$ cat src/rtl/dmem_arbiter_pkg.sv
// Shared encodings and defaults for the data-memory arbiter.
package dmem_arb_pkg;

  typedef enum logic [1:0] {
    OWN_NONE = 2'b00,
    OWN_A    = 2'b01,
    OWN_B    = 2'b10
  } owner_e;

  localparam int unsigned PORT_A = 0;
  localparam int unsigned PORT_B = 1;

  localparam int unsigned DEFAULT_MAX_BURST = 8;

endpackage

$ cat src/rtl/dmem_arbiter_rr_pick2.sv
// Two-way round-robin picker: a lone requester wins; on a tie the port
// that was not granted last wins. Output is one-hot (or zero when idle).
module rr_pick2
  import dmem_arb_pkg::*;
(
  input  logic [1:0] req,
  input  logic       last,
  output logic [1:0] pick
);

  // Tie-break against the most recently granted port
  always_comb begin
    pick = '0;
    if (&req) begin
      if (last == 1'(PORT_B)) pick[PORT_A] = 1'b1;
      else                    pick[PORT_B] = 1'b1;
    end else begin
      pick = req;
    end
  end

endmodule

$ cat src/rtl/dmem_arbiter.sv
// Arbiter sharing the single-port data memory between the core (A) and
// the loader/DMA engine (B): round-robin with bounded burst lock, read
// valid tracking, core stall and a saturating stall counter.
module dmem_arbiter
  import dmem_arb_pkg::*;
#(
  parameter int unsigned ADDR_W    = 10,
  parameter int unsigned DATA_W    = 32,
  parameter int unsigned MAX_BURST = DEFAULT_MAX_BURST,
  parameter int unsigned CNT_W     = 16
) (
  input  logic              clk,
  input  logic              rst,
  input  logic              a_req,
  input  logic              a_we,
  input  logic              a_lock,
  input  logic [ADDR_W-1:0] a_addr,
  input  logic [DATA_W-1:0] a_wdata,
  output logic              a_gnt,
  output logic              a_rvalid,
  output logic              a_stall,
  input  logic              b_req,
  input  logic              b_we,
  input  logic              b_lock,
  input  logic [ADDR_W-1:0] b_addr,
  input  logic [DATA_W-1:0] b_wdata,
  output logic              b_gnt,
  output logic              b_rvalid,
  output logic [DATA_W-1:0] rdata,
  output logic              mem_en,
  output logic              mem_we,
  output logic [ADDR_W-1:0] mem_addr,
  output logic [DATA_W-1:0] mem_wdata,
  input  logic [DATA_W-1:0] mem_rdata,
  output logic [CNT_W-1:0]  wait_cnt_a
);

  localparam int unsigned BW = $clog2(MAX_BURST + 1);
  localparam logic [BW-1:0] BURST_MAX = BW'(MAX_BURST);

  owner_e          owner_q, owner_d, own_eff;
  logic            last_q, last_d;
  logic [BW-1:0]   burst_q, burst_d;
  logic            a_rvalid_q, a_rvalid_d;
  logic            b_rvalid_q, b_rvalid_d;
  logic [CNT_W-1:0] wait_q, wait_d;
  logic [1:0]      pick;
  logic            gnt_a, gnt_b;

  rr_pick2 u_pick (
    .req  ({b_req, a_req}),
    .last (last_q),
    .pick (pick)
  );

  // Grant decision: an owner that stopped requesting is released in the
  // same cycle, then either the owner keeps the port or round-robin picks
  always_comb begin
    own_eff = owner_q;
    if (owner_q == OWN_A && !a_req) own_eff = OWN_NONE;
    if (owner_q == OWN_B && !b_req) own_eff = OWN_NONE;
    gnt_a = 1'b0;
    gnt_b = 1'b0;
    case (own_eff)
      OWN_A: begin
        if (b_req && burst_q == BURST_MAX) gnt_b = 1'b1;
        else                               gnt_a = 1'b1;
      end
      OWN_B: begin
        if (a_req && burst_q == BURST_MAX) gnt_a = 1'b1;
        else                               gnt_b = 1'b1;
      end
      default: begin
        gnt_a = pick[PORT_A];
        gnt_b = pick[PORT_B];
      end
    endcase
    if (rst) begin
      gnt_a = 1'b0;
      gnt_b = 1'b0;
    end
  end

  // Ownership, burst length, read-valid and stall-counter next state
  always_comb begin
    owner_d    = own_eff;
    last_d     = last_q;
    burst_d    = (own_eff == OWN_NONE) ? '0 : burst_q;
    if (gnt_a) begin
      last_d = 1'(PORT_A);
      if (a_lock) begin
        owner_d = OWN_A;
        burst_d = (own_eff != OWN_A) ? BW'(1) :
                  (burst_q == BURST_MAX) ? burst_q : burst_q + BW'(1);
      end else begin
        owner_d = OWN_NONE;
        burst_d = '0;
      end
    end else if (gnt_b) begin
      last_d = 1'(PORT_B);
      if (b_lock) begin
        owner_d = OWN_B;
        burst_d = (own_eff != OWN_B) ? BW'(1) :
                  (burst_q == BURST_MAX) ? burst_q : burst_q + BW'(1);
      end else begin
        owner_d = OWN_NONE;
        burst_d = '0;
      end
    end
    a_rvalid_d = gnt_a & ~a_we;
    b_rvalid_d = gnt_b & ~b_we;
    wait_d     = (a_stall && wait_q != '1) ? wait_q + CNT_W'(1) : wait_q;
  end

  // Memory-side mux from the granted port, zero when idle
  always_comb begin
    mem_en    = gnt_a | gnt_b;
    mem_we    = 1'b0;
    mem_addr  = '0;
    mem_wdata = '0;
    if (gnt_a) begin
      mem_we    = a_we;
      mem_addr  = a_addr;
      mem_wdata = a_wdata;
    end else if (gnt_b) begin
      mem_we    = b_we;
      mem_addr  = b_addr;
      mem_wdata = b_wdata;
    end
  end

  // State registers
  always_ff @(posedge clk or posedge rst) begin
    if (rst) begin
      owner_q    <= OWN_NONE;
      last_q     <= 1'(PORT_B);
      burst_q    <= '0;
      a_rvalid_q <= 1'b0;
      b_rvalid_q <= 1'b0;
      wait_q     <= '0;
    end else begin
      owner_q    <= owner_d;
      last_q     <= last_d;
      burst_q    <= burst_d;
      a_rvalid_q <= a_rvalid_d;
      b_rvalid_q <= b_rvalid_d;
      wait_q     <= wait_d;
    end
  end

  assign a_gnt      = gnt_a;
  assign b_gnt      = gnt_b;
  assign a_stall    = a_req & ~gnt_a;
  assign a_rvalid   = a_rvalid_q;
  assign b_rvalid   = b_rvalid_q;
  assign rdata      = mem_rdata;
  assign wait_cnt_a = wait_q;

endmodule

$ cat config.mk
export PLATFORM = sky130hd
export DESIGN_NAME = dmem_arbiter
export DESIGN_NICKNAME = d
export VERILOG_FILES = /design/src/rtl/dmem_arbiter_pkg.sv /design/src/rtl/dmem_arbiter_rr_pick2.sv /design/src/rtl/dmem_arbiter.sv
export SDC_FILE = /design/constraint.sdc
export NUM_CORES = 1
export LEC_CHECK = 0
export CAP_MARGIN = 10
export CORE_MARGIN = 4
export CORE_UTILIZATION = 32
export DETAILED_ROUTE_END_ITERATION = 12
export PLACE_DENSITY = 0.95
export SKIP_LAST_GASP = 1
export SYNTH_ARGS = -nofsm -noshare
export SYNTH_HDL_FRONTEND = slang
export SYNTH_HIERARCHICAL = 1
export SYNTH_SLANG_ARGS = --single-unit
$ cat constraint.sdc
create_clock -name clk -period 6.1 [get_ports clk]
set_input_delay 1.22 -clock clk [delete_from_list [all_inputs] [get_ports clk]]
set_output_delay 1.22 -clock clk [all_outputs]
set_load 0.05 [all_outputs]
# Word level (Yosys, flattened, before mapping)
# Cells that the tools add are included.
[classes] n_addsub=2 eq_ne=8 muxes=33 bitwise_logic=7 reduce_logical=11
[op_table] cell="$mux W32" count=2
[op_table] cell="$mux W4" count=8
[op_table] cell="$mux W10" count=2
[op_table] cell="$add A16 B1 Y16 const B" count=1
[op_table] cell="$ne A16 B16 Y1 const B" count=1
[op_table] cell="$mux W1" count=13
[op_table] cell="$mux W2" count=6
[op_table] cell="$logic_and A1 B1 Y1" count=5
[op_table] cell="$add A4 B1 Y4 const B" count=1
[op_table] cell="$eq A2 B1 Y1 const B" count=2
[op_table] cell="$eq A2 B2 Y1 const B" count=2
[op_table] cell="$eq A4 B4 Y1 const B" count=1
[op_table] cell="$pmux W1 S2" count=2
[op_table] cell="$and A1 B1 Y1" count=3
[op_table] cell="$not A1 Y1" count=3
[op_table] cell="$reduce_bool A3 Y1" count=1
[op_table] cell="$logic_not A1 Y1" count=2
[op_table] cell="$logic_not A2 Y1" count=1
[op_table] cell="$ne A2 B1 Y1 const B" count=1
[op_table] cell="$ne A2 B2 Y1 const B" count=1
[op_table] cell="$reduce_and A2 Y1" count=1
[op_table] cell="$reduce_bool A2 Y1" count=1
[op_table] cell="$or A1 B1 Y1" count=1
[totals] register_bits=25 input_bits=124 out_inout_bits=97 word_cells=67

# Logic depth before layout (Yosys ltp)
# Gate-level depths: netlist of run 1.
[logic_depth] ltp_word=10 mapped_depth=10

# Cells and area by module
# Netlist of run 1, hierarchy kept.
[modules_own_cells] module="dmem_arbiter" instances=1 cells_each=223 area_each_um2=2125.8
[modules_own_cells] module="rr_pick2" instances=1 cells_each=3 area_each_um2=18.8

# Worst setup path after synthesis of run 1
# Ideal clock, no wire load.
[synth_timing] path_type="input port to output port" startpoint="input a_req" endpoint="output mem_wdata[10]" arrival_ns=3.564 t_required_ns=4.880 slack_ns=1.316 stages=8 n_path_buf=1 path_cell_list="o21ai_0 -> inv_1 -> ha_1 -> nor3b_1 -> a221oi_4 -> nor3_4 -> clkbuf_1 -> a22o_1"
[synth_between] elab_chain_len=9 elab_cells_between_ends=17
[synth_rtl] item="start: declaration" line_no="dmem_arbiter.sv:14" source="input logic a_req,"
[synth_rtl] item="$logic_not A1 Y1" line_no="dmem_arbiter.sv:60" source="if (owner_q == OWN_A && !a_req) own_eff = OWN_NONE;"
[synth_rtl] item="$logic_and A1 B1 Y1" line_no="dmem_arbiter.sv:60"
[synth_rtl] item="$mux W2" line_no="dmem_arbiter.sv:60"
[synth_rtl] item="$mux W2" line_no="dmem_arbiter.sv:61" source="if (owner_q == OWN_B && !b_req) own_eff = OWN_NONE;"
[synth_rtl] item="$eq A2 B2 Y1 / $eq A2 B1 Y1 (equally long branches)" line_no="dmem_arbiter.sv:64" source="case (own_eff)"
[synth_rtl] item="$pmux W1 S2" line_no="dmem_arbiter.sv:64"
[synth_rtl] item="$mux W1" line_no="dmem_arbiter.sv:78" source="if (rst) begin"
[synth_rtl] item="$mux W32" line_no="dmem_arbiter.sv:125" source="end else if (gnt_b) begin"
[synth_rtl] item="$mux W32 (*)" line_no="dmem_arbiter.sv:121" source="if (gnt_a) begin"
[synth_rtl] item="end: declaration" line_no="dmem_arbiter.sv:33" source="output logic [DATA_W-1:0] mem_wdata,"
# Mark *: on every way between the ends. The rest lies on a longest branch, timed or not.

# Final worst setup path of run 1
[layout_timing] startpoint="input a_req" endpoint="output a_stall"
[layout_between] elab_chain_len=9 elab_cells_between_ends=14
[layout_rtl] item="$logic_not A1 Y1" line_no="dmem_arbiter.sv:60"
[layout_rtl] item="$logic_and A1 B1 Y1" line_no="dmem_arbiter.sv:60"
[layout_rtl] item="$mux W2" line_no="dmem_arbiter.sv:60"
[layout_rtl] item="$mux W2" line_no="dmem_arbiter.sv:61"
[layout_rtl] item="$eq A2 B2 Y1 / $eq A2 B1 Y1 (equally long branches)" line_no="dmem_arbiter.sv:64"
[layout_rtl] item="$pmux W1 S2" line_no="dmem_arbiter.sv:64"
[layout_rtl] item="$mux W1" line_no="dmem_arbiter.sv:78"
[layout_rtl] item="$not A1 Y1" line_no="dmem_arbiter.sv:153" source="assign a_stall = a_req & ~gnt_a;"
[layout_rtl] item="$and A1 B1 Y1 (*)" line_no="dmem_arbiter.sv:153"
[layout_rtl] item="end: declaration" line_no="dmem_arbiter.sv:21" source="output logic a_stall,"
# Marked as above.

==> results.txt, run 1 <==
Worst setup EP type = primary output
Arrival @ worst endpoint = 4.48 ns
Post-synthesis mux area share = 0.00525
Final Hold Fails = 0
Yosys top cell by area = dfrtp_1
Reg-to-reg endpoint = burst_q[2]
Final setup violation count = 0
Worst vdd ir = 109 uV
Xor/xnor cell area share of the yosys netlist = 0.0694
Largest net degree at the start of global routing = 30
CTS max path bufs = 2
Hold Path Depth = 1
Share of cells above drive strength 1 = 0.185
Total gr overflow = 0
Tmin final = 5.70 ns
WP data required = 4.88 ns
Post-synthesis compound-gate area fraction = 0.263
Max Freq = 175 MHz
Synth Area in Simple Gates = 0.159
Synth top area share = 0.280
Worst R2R Start = owner_q[1]
P_leak = 1.67 nW
Postcts setup bufs = 0
Rows = 29
Worst reg2reg setup slack = 2.86 ns
Initial Util = 0.334
Pins Over Slew Limit = 0
GP Congestion = 0.920
EDFF count, synth = 0
Layout area overhead = 86.9%
YS warnings = 6
Pwr per Cell Area = 249 nW/um^2
Crit-path max FO = 7
Sum of negative setup slack = 0 ns
DIE WIDTH = 89.9 um
GRT Total Usage = 0.217
CP endpoint = a_stall
Worst Reg-to-Reg Cells = 11
Synthesis-stage register bit count = 25
Hold WC Path Type = register to register
CTS-repair resized insts = 0
Fillers = 507
Status = complete, no violations
CP startpoint kind = input port
First-pass GRT wire length = 13.8 mm
IO buf count = 156
Initial DRC count = 116
Total number of vias = 2281
Area of the multi-input gates = 1170 um^2
Ports = 221
Die ar. = 8080 um^2
CTS Sinks = 25
Most frequent cell after synthesis = a22o_1
Vias per std cell = 5.39
Max cap viols = 0
Slew Limit Headroom = 0.355
Mean Syn Cell Area = 9.49 um^2
Vias in the first global route = 2427
Per-cell routed wire length = 22.0 um
Nets = 479
Core ar. = 6420 um^2
Top cells by area, synth = dfrtp_1 (28%), a22o_1 (18%), buf_4 (12%)
Register area = 627 um^2
Die Span Y = 89.9 um
Adder-Cell Fraction of Synth Area = 0.0467
Post-synthesis cell area = 2140 um^2
Post-synthesis async set-or-reset flop share = 1.00
Crit path launch = a_req
Final HPWL DP = 7.98 mm
DRC Markers = 0
Initial antenna violation count = 0
CTS root buf = clkbuf_8
Clock transition at path regs = 0.09 ns
Commonest cells post-synth = a22o_1 (45), buf_4 (35), dfrtp_1 (24)
Post-synth top flop = dfrtp_1
CTS Buf Count = 3
Clk Latency, worst-skew pair = 0.27 ns
Layout Skew = 0.00340 ns
Worst slew pin tran = 0.967 ns
Total Power = 0.997 mW
Combinational family with the most area after synthesis = compound AO/OA/AOI/OAI gates
Register area share after synthesis = 0.292
TritonCTS clock tree = done
Synthesized instance count = 226
Hold-fix buffers at CTS = 0
Syn_nets = 358
Final WL = 9.30 mm
DRT antenna net count = 0
Pre-antenna DRT Iters = 4
RSZ-0062 raised after global routing = no
WS Path Type = input port to primary output
CTS H-tree depth = 1
Antenna Cells = 0
Yosys cell types = 46
Part of the cycle the worst path needs = 0.935
-- final cells by class --
cell class	instances	share of cell area
inverters	12	0.0112
well taps	77	0.0240
clock buffers	3	0.0103
multi-input cells	146	0.291
clock inverters	1	0.00187
flip-flops and latches	25	0.156
repair buffers	159	0.505
-- critical path, cell delays in order --
cell	delay [ns]
clkdlybuf4s50_1	0.52
o21ai_0	0.51
inv_1	0.15
ha_1	0.42
nor2_2	0.09
a32o_2	0.36
a311oi_4	0.33
clkdlybuf4s50_1	0.88
-- layout by cell type, fill, tap and decap left out, drive strengths merged, types with 2 or more instances in the layout --
| cell | Yosys | layout |
|---|---|---|
| a21boi | 2 | 2 |
| nor2 | 12 | 12 |
| xor2 | 4 | 4 |
| clkbuf | 2 | 3 |
| and3 | 2 | 2 |
| nor3 | 4 | 4 |
| nand4b | 2 | 2 |
| and3b | 2 | 2 |
| clkdlybuf4s50 | 0 | 112 |
| buf | 41 | 47 |
| nand3 | 8 | 8 |
| xnor2 | 13 | 13 |
| a22o | 45 | 45 |
| ha | 8 | 8 |
| a311oi | 3 | 3 |
| and2 | 2 | 2 |
| inv | 12 | 12 |
| nand2 | 12 | 12 |
| a21oi | 2 | 2 |
| o21ai | 4 | 4 |
| nand4 | 6 | 6 |
| and4 | 3 | 3 |
| dfrtp | 24 | 24 |
-- layer usage --
metal	global-route usage	wire length [um]
met5	0.00641	0
met4	0.0536	254
met3	0.0659	741
met2	0.440	5300
met1	0.208	3000
-- state kept, by name, summed over array words and instances, names as in the netlist --
signal and flops:
wait_cnt_a 16, burst_q 4, owner_q 2, a_rvalid 1, b_rvalid 1, last_q 1
-- power by group --
group | internal [mW] | leakage (nW) | switching (mW) | total [mW]
clock | 0.0463 | 0.0217 | 0.0548 | 0.101
sequential | 0.195 | 0.332 | 0.0341 | 0.229
combinational | 0.300 | 1.31 | 0.367 | 0.667
total | 0.542 | 1.67 | 0.456 | 0.997
-- cells by family (layout without fill, tap and decap cells) --
logic type | Yosys count | after routing
AO/OA/AOI/OAI | 63 | 63
XOR/XNOR | 17 | 17
adder cells (fa/ha/maj) | 8 | 8
buffers and inverters | 55 | 175
flip-flops | 25 | 25
multiplexers | 1 | 1
AND/OR/NAND/NOR | 57 | 57
-- per-stage QoR --
stage               hold slack, ns  setup WS, ns   util  std cells  cell area (um^2)
floorplan                    0.485          1.32      -        226              2140
global placement             0.478         0.604  0.616        419              3960
detailed placement           0.493         0.388  0.616        419              3960
CTS                          0.505         0.389  0.624        423              4010
global route                 0.525         0.244  0.624        423              4010
finish                       0.498         0.396  0.624        423              4010
-- how the worst min path moves through the flow --
stage                     slack (ns)            from        endpoint
after floorplan                 0.48          last_q          last_q
after global placement          0.48   wait_cnt_a[4]   wait_cnt_a[4]
final                           0.50   wait_cnt_a[4]   wait_cnt_a[4]
after CTS                       0.51   wait_cnt_a[4]   wait_cnt_a[4]
after global routing            0.53  wait_cnt_a[14]  wait_cnt_a[14]
after detailed placement        0.49   wait_cnt_a[4]   wait_cnt_a[4]
Note: power is estimated with default switching activity, not from simulation.
==> run 2: changes to the inputs <==
RECOVER_POWER = 50   (was unset)
==> run 2 against run 1 <==
Net effect: wire length down 0.15%; global-route usage stayed put; combinational power decreased by 0.9%; largest cell class unchanged.
==> results.txt, run 2 (synthesized netlist as in run 1, its figures left out) <==
Most frequent cells in the layout = clkdlybuf4s50_1 (95), a22o_1 (45), buf_12 (44) (was clkdlybuf4s50_1 (112), a22o_1 (45), buf_12 (44))
Crit-path cells = clkdlybuf4s50_1 -> o21ai_0 -> inv_1 -> ha_1 -> nor2_2 -> a32o_2 -> a311oi_4 -> clkdlybuf4s50_1 (unchanged)
Ports = 221 (unchanged)
Final WL = 9.28 mm (was 9.30 mm)
Arrival @ worst endpoint = 4.48 ns (about the same)
Internal = 0.536 mW (was 0.542 mW)
DRC Markers = 0 (unchanged)
DIE WIDTH = 89.9 um (unchanged)
Max reg flops = 16 (unchanged)
Met2 wire length = 5.30 mm (about the same)
Worst path most repeated cell = clkdlybuf4s50_1 (unchanged)
Final HPWL DP = 7.98 mm (unchanged)
Crit path launch = a_req (unchanged)
Per-cell routed wire length = 21.9 um (was 22.0 um)
Max Freq = 175 MHz (about the same)
Die Span Y = 89.9 um (unchanged)
Dpl cell area = 3960 um^2 (unchanged)
Clock power share = 0.102 (was 0.101)
IO buf count = 156 (unchanged)
Fillers = 507 (unchanged)
CTS H-tree depth = 1 (unchanged)
Sum of negative setup slack = 0 ns (unchanged)
Total gr overflow = 0 (unchanged)
DR top layer = met4 (unchanged)
CP startpoint kind = input port (unchanged)
Hold-fix buffers at CTS = 0 (unchanged)
Share of cells above drive strength 1 = 0.185 (unchanged)
Pre-antenna DRT Iters = 4 (unchanged)
Antenna Cells = 0 (unchanged)
Postcts setup bufs = 0 (unchanged)
Worst Reg-to-Reg Cells = 11 (unchanged)
Buffers plus inverters on the worst setup path = 3 (unchanged)
Final Hold Fails = 0 (unchanged)
Core ar. = 6420 um^2 (unchanged)
Worst slew pin tran = 0.968 ns (was 0.967 ns)
CTS Buf Count = 3 (unchanged)
P_leak = 1.71 nW (was 1.67 nW)
Layout area overhead = 86.9% (unchanged)
Slowest cell on the critical path = clkdlybuf4s50_1 (unchanged)
Clock transition at path regs = 0.09 ns (about the same)
Final Core Density = 0.624 (unchanged)
Most common cell after layout, fill and taps aside = clkdlybuf4s50_1 (unchanged)
Pre-CTS setup slack = 0.388 ns (unchanged)
WS Path Type = input port to primary output (unchanged)
Part of the cycle the worst path needs = 0.935 (about the same)
Post-route setup slack = 0.399 ns (was 0.396 ns)
Vias in the first global route = 2427 (unchanged)
Hold WC Path Type = register to register (unchanged)
Final Instance Area = 4010 um^2 (unchanged)
Sw Pwr = 0.455 mW (was 0.456 mW)
Met3 wire len = 741 um (unchanged)
Worst path depth = 8 (unchanged)
Total Power = 0.991 mW (was 0.997 mW)
GP Congestion = 0.920 (unchanged)
CP endpoint = a_stall (unchanged)
Clk Latency, worst-skew pair = 0.27 ns (about the same)
Worst R2R Start = owner_q[1] (unchanged)
Die ar. = 8080 um^2 (unchanged)
Reg-to-reg endpoint = burst_q[2] (unchanged)
Max cap viols = 0 (unchanged)
Layout Skew = 0.00328 ns (was 0.00340 ns)
Tmin final = 5.70 ns (about the same)
Initial DRC count = 115 (was 116)
Total number of vias = 2275 (was 2281)
Placed insts = 419 (unchanged)
Initial antenna violation count = 0 (unchanged)
Rows = 29 (unchanged)
Worst vdd ir = 109 uV (about the same)
Slew Limit Headroom = 0.354 (was 0.355)
WHS = 0.493 ns (was 0.498 ns)
WL met1 = 2.99 mm (was 3.00 mm)
Combinational power share = 0.667 (was 0.669)
CTS root buf = clkbuf_8 (unchanged)
Sw frac = 0.459 (was 0.457)
Worst reg2reg setup slack = 2.87 ns (was 2.86 ns)
Nets = 479 (unchanged)
First-pass GRT wire length = 13.8 mm (unchanged)
CTS Sinks = 25 (unchanged)
RSZ-0062 raised after global routing = no (unchanged)
Largest net degree at the start of global routing = 30 (unchanged)
Pwr per Cell Area = 247 nW/um^2 (was 249 nW/um^2)
Initial Util = 0.334 (unchanged)
CTS-repair resized insts = 0 (unchanged)
Vias per std cell = 5.38 (was 5.39)
Seq pwr share = 0.231 (was 0.230)
Crit-path max FO = 7 (unchanged)
Post-Layout Cell Count = 423 (unchanged)
GRT Total Usage = 0.217 (unchanged)
DRT antenna net count = 0 (unchanged)
Worst setup EP type = primary output (unchanged)
CTS max path bufs = 2 (unchanged)
Crit-path max cell delay = 0.88 ns (about the same)
Status = complete, no violations (unchanged)
Pins Over Slew Limit = 0 (unchanged)
TritonCTS clock tree = done (unchanged)
Final setup violation count = 0 (unchanged)
WP data required = 4.88 ns (about the same)
Delay-heaviest family, CP = buffers and inverters (unchanged)
HP Start = wait_cnt_a[4] (unchanged)
## run 2: worst min path at each step
stage	slack, ns	depth (start not counted)	end
after detailed placement	0.49	1	wait_cnt_a[4]
final	0.49	1	wait_cnt_a[4]
after CTS	0.51	1	wait_cnt_a[4]
after global placement	0.48	1	wait_cnt_a[4]
after global routing	0.52	1	wait_cnt_a[14]
after floorplan	0.48	2	last_q
## run 2: layout make-up
| cell class | count | area, um^2 | share of cell area |
|---|---|---|---|
| repair buffers | 159 | 2020 | 0.505 |
| well taps | 77 | 96.3 | 0.0240 |
| multi-input cells | 146 | 1170 | 0.291 |
| inverters | 12 | 45.0 | 0.0112 |
| clock buffers | 3 | 41.3 | 0.0103 |
| flip-flops and latches | 25 | 627 | 0.156 |
| clock inverters | 1 | 7.51 | 0.00187 |
## run 2: power groups by stage
stage / combinational [mW] / sequential, mW / clock (mW)
3_5_place_dp: 0.671 / 0.233 / 0
3_3_place_gp: 0.658 / 0.229 / 0
4_1_cts: 0.672 / 0.230 / 0.104
5_1_grt: 0.688 / 0.234 / 0.112
6_report: 0.661 / 0.229 / 0.101
2_1_floorplan: 0.337 / 0.301 / 0
## run 2: worst register-to-register path, cell delays in order (launching register included)
cell and delay [ns]:
dfrtp_1 0.39, o21ai_0 0.47, inv_1 0.15, ha_1 0.40
nor2_2 0.21, a32o_2 0.34, nor2_4 0.09, inv_2 0.31
buf_12 0.24, nor3_2 0.09, and2_1 0.17, a311o_1 0.27
## run 2: per-layer routing
metal | vias to the layer above | track usage
met5 | - | 0.00641
met4 | 0 | 0.0536
met3 | 16 | 0.0659
met2 | 142 | 0.440
met1 | 1074 | 0.208
li1 | 1043 | -
